[src/rtl/piso_register.sv]
// piso_register: parallel-in serial-out shift register with ready/valid on both sides
module piso_register #(
  parameter int WIDTH = 5
) (
  input  logic             clk,
  input  logic             clear,
  input  logic             load_valid,
  output logic             load_ready,
  input  logic [WIDTH-1:0] data_in,
  input  logic             recirc,
  output logic             sout,
  output logic             sout_valid,
  input  logic             sout_ready,
  output logic             last,
  output logic [WIDTH-1:0] par_out
);
  localparam int CW = $clog2(WIDTH + 1);
  typedef enum logic {IDLE, SHIFT} state_t;
  state_t state;
  logic [WIDTH-1:0] sreg;
  logic [CW-1:0] cnt;
  logic mode;
  logic xfer, accept;
  assign sout_valid = state == SHIFT;
  assign last       = sout_valid & (cnt == CW'(1));
  assign load_ready = (state == IDLE) | (last & sout_ready);
  assign sout       = sreg[WIDTH-1];
  assign par_out    = sreg;
  assign xfer       = sout_valid & sout_ready;
  assign accept     = load_valid & load_ready;
  // a load on the final transfer overrides the shift so words stream without a gap
  always_ff @(posedge clk) begin
    if (clear) begin
      state <= IDLE;
      sreg  <= '0;
      cnt   <= '0;
      mode  <= 1'b0;
    end else if (accept) begin
      state <= SHIFT;
      sreg  <= data_in;
      cnt   <= CW'(WIDTH);
      mode  <= recirc;
    end else if (xfer) begin
      sreg  <= {sreg[WIDTH-2:0], mode ? sreg[WIDTH-1] : 1'b0};
      cnt   <= cnt - CW'(1);
      state <= last ? IDLE : SHIFT;
    end
  end
endmodule

[config.mk]
export PLATFORM = sky130hd
export DESIGN_NAME = piso_register
export DESIGN_NICKNAME = d
export VERILOG_FILES = /design/src/rtl/piso_register.sv
export SDC_FILE = /design/constraint.sdc
export NUM_CORES = 1
export LEC_CHECK = 0
export CAP_MARGIN = 15
export CORE_AREA = 10 10 47 49
export DETAILED_ROUTE_END_ITERATION = 8
export DIE_AREA = 0 0 57 59
export GPL_ROUTABILITY_DRIVEN = 0
export PLACE_DENSITY_LB_ADDON = 0.08
export SYNTH_ARGS = -nofsm -noshare
export SYNTH_HDL_FRONTEND = slang
export SYNTH_SLANG_ARGS = --single-unit
export TNS_END_PERCENT = 30
[constraint.sdc]
create_clock -name clk -period 2.61 [get_ports clk]
set_input_delay 0.3915 -clock clk [delete_from_list [all_inputs] [get_ports clk]]
set_output_delay 0.3915 -clock clk [all_outputs]
set_load 0.05 [all_outputs]
# == Yosys cells after proc, flatten, opt, wreduce, memory -nomap -nowiden ==
# Index checks and enable logic that the tools add are counted.
# op_classes
add_sub_neg,1
eq_ne,1
mux,8
n_bitwise,6
n_reduce_logical,2
# op_table
op,count
5-bit two-way mux,2
3-bit two-way mux,2
1-bit AND,4
1-bit two-way mux,4
"3-bit by 1-bit == test with 1-bit output, second input constant",1
"3-bit by 1-bit subtractor with 3-bit output, second input constant",1
2-bit nonzero test,1
2-bit OR reduction,1
1-bit NOT,1
1-bit bitwise OR,1
# word_totals
regBits,10
out_inout_bits,9
word_cells,23

# == Depth between registers and ports, before layout ==
# depth
ltp_word,6
mapped_depth,6
depth_no_buf,6

# == Worst setup path after synthesis ==
# OpenSTA, ideal clock, no wires.
# synth_timing
path_kind,reg2out
start,"register state, in the netlist sout_valid"
end,output last
arrival_time_ns,1.370
required_time_ns,2.219
setup_slack_ns,0.849
stages_incl_launch_ff,3
cell_sequence,dfxtp_1 -> buf_2 -> and3b_1
# synth_via
elab_chain_cells,1
# synth_lines
item,line,source
start: declaration,19,state_t state;
start signal: assignment,46,state <= last ? IDLE : SHIFT;
1-bit AND,25,assign last = sout_valid & (cnt == CW'(1));
end: declaration,14,"output logic last,"
# No other way between the ends.

# == Final worst setup path ==
# layout_timing
start,register cnt[0]
end,output last
# layout_via
elab_chain_cells,2
# layout_lines
item,line,source
start: declaration,21,logic [CW-1:0] cnt;
start signal: assignment,41,cnt <= CW'(WIDTH);
start signal: assignment,45,cnt <= cnt - CW'(1);
3-bit by 1-bit == test with 1-bit output,25,
1-bit AND,25,
# No other way between the ends.

==> flow_summary.yaml <==
setup_path:
  required_ns: 2.22
  cpMaxStageDelayCell: "clkdlybuf4s50_1"
  crit_path_max_incr_delay_ns: 0.80
  path_buf_inv: 1
  cp-start-kind: "flip-flop"
  cpLargestDelayFamily: "buffers and inverters"
  arrival_ns: 1.81
  critical_path_class: "reg -> out"
  worstSetupEndpointType: "output port"
  crit_chain: "ha_1 > and3b_1 > clkdlybuf4s50_1"
  cp_max_fo: 3
final_layout:
  stdcell_area_sq_um: 711
  final_net_count: 86
  regArea_sq_um: 200
  final_util_pct: 50.7
  areaGrowthSynthToFinish_pct: 40.2
  multi_input_area_sq_um: 275
  fillers: 147
  drive_gt1_share_pct: 9.72
  n_antenna_cell: 0
route:
  via_per_inst: 4.89
  maxUsedRoutingLayer: "met4"
  wl_met2_um: 542
  route.detailed.drc: 0
  drt-initial-drc-count: 3
  drt_wl_total_um: 1140
  wl_per_cell_um: 13.0
  wl_met1_um: 472
  dr.pass1.iters: 3
  wl_met3_um: 107
  route.vias.total: 430
  antenna_left: 0
floorplanning:
  die_area_sq_mm: 0.00336
  core.rowCount: 14
  die_h_um: 59
  fp.coreArea_sq_mm: 0.00140
  ios: 19
  dieWidth_um: 57
  start_util_pct: 36.2
sta:
  drv_slew: 0
  tns_ns: 0
  period_share_pct: 84.4
  skew_ns: 0.000456
  max-slew-margin-rel_pct: 66.1
  holdWs_ns: 0.512
  hold_viol_final: 0
  rsz0062_at_grt: "false"
  post-route-min-period_ns: 2.20
  fmax_mhz: 454
  setup_slack_ns: 0.407
  worst_slew_pin_slew_ns: 0.506
  setup_violations: 0
clocking:
  cts_tree: "yes"
  cts_root_buf: "clkbuf_4"
  clk_pin_slew_worst_paths_ns: 0.06
  ctsLongestPathBuffers: 2
  cts-resized-gates: 0
  insertion_delay_ns: 0.26
  cts_sinks: 10
  cts_hold_buf: 0
  numCtsBuffers: 3
  htreeDepth: 1
  postCtsSetupRepairBufs: 0
grt:
  grt_pass1_vias: 437
  overflow: 0
  antenna_found_initial: 0
  grtUsageTotal_pct: 6.86
  grt_max_degree: 12
  grt_pass1_wl_um: 1830
placed_design:
  dp_hpwl_um: 923
  dpl_worst_slack_ns: 0.676
  placed_area_sq_um: 688
  portBuffers: 18
synth:
  syn_area_per_cell_sq_um: 9.38
  synth.net_count: 66
  synth_cell_types: 21
  synthCells: 54
  ys_ff_latch: 10
  synth_area_leader_cell: "dfxtp_1"
  yosys-top-cells-area: "dfxtp_1, mux2i_1, a211oi_1"
  syn_area_sq_um: 507
  ys_seq_area_share_pct: 39.5
  ys_warn_count: 0
  netlist.area_leader.share_pct: 39.5
power_and_ir_drop:
  powerDensity_mw_per_mm2: 576
  p_leak_nw: 0.289
  vdd_drop_max_uv: 292
min_path:
  hp-class: "reg -> reg"
status:
  status: "completed"
run:
  maxCapViolations: 0
[area by class of cell]
| type | instances | area share [%] |
|---|---|---|
| Clock buffer | 3 | 3.17 |
| Inverter | 4 | 2.11 |
| Tap cell | 16 | 2.82 |
| Sequential cell | 10 | 28.2 |
| Timing Repair Buffer | 18 | 25.0 |
| Multi-Input combinational cell | 37 | 38.7 |
[worst paths after layout]
| check | start | endpoint | slack (ns) | cells after the start |
|---|---|---|---|---|
| max reg2reg | cnt[0] | par_out[0] | 1.13 | 5 |
| min | mode | mode | 0.51 | 2 |
| min reg2reg | mode | mode | 0.51 | 2 |
| max | cnt[0] | last | 0.41 | 3 |
[routing by layer]
layer | vias to the layer above | global-route usage [%]
li1 | 223 | -
met1 | 189 | 6.39
met2 | 14 | 11.3
met3 | 4 | 3.65
met4 | 0 | 5.03
met5 | - | 0
[power by group]
part	internal [mW]	switching [mW]	leakage, nW
clock network	0.0530	0.0473	0.0138
logic	0.0536	0.0769	0.192
registers	0.166	0.0127	0.0828
[synth_stat cells]
master and number:
a211oi_1 4, a21oi_1 5, a21oi_4 1, and3b_1 1, buf_2 1, buf_4 1, clkbuf_1 1, dfxtp_1 10
ha_1 2, inv_1 4, mux2i_1 5, nand2_1 3, nand3_1 1, nand3b_4 1, nand4b_1 1, nor2_1 6
nor3_1 2, o21ai_2 1, o22ai_1 1, o2bb2a_1 1, xor2_1 2
[tightest hold or removal path: cells and delay by family, from the launching register on]
| kind | cells | cell delay, ns |
|---|---|---|
| mux | 1 | 0.07 |
| simple gates | 1 | 0.07 |
| flops | 1 | 0.34 |
[flip-flops by register name, summed over array words and instances (netlist names)]
signal      flops
par_out         5
cnt             3
mode            1
sout_valid      1
[cells by family after synthesis]
logic type,count (synthesis),share of synthesized area [%]
AND/OR/NAND/NOR,15,17.0
AO/OA/AOI/OAI,13,19.0
flip-flops,10,39.5
buffers and inverters,7,6.17
multiplexers,5,9.88
XOR/XNOR,2,3.46
adder cells (fa/ha/maj),2,4.94
[layout by cell type (no fill, tap or decap), types with 2 or more instances in the layout]
master / count
clkdlybuf4s50_1: 17
dfxtp_1: 10
nor2_1: 6
a21oi_1: 5
mux2i_1: 5
inv_1: 4
a211oi_1: 4
nand2_1: 3
clkbuf_4: 3
xor2_1: 2
nor3_1: 2
ha_1: 2
[through the flow]
step | std cells | power (mW)
after CTS | 88 | 0.417
final | 88 | 0.409
after detailed placement | 85 | 0.315
after floorplan | 54 | 0.270
after global routing | 88 | 0.432
after global placement | 85 | 0.314
Power figures use the tool's default switching activity.
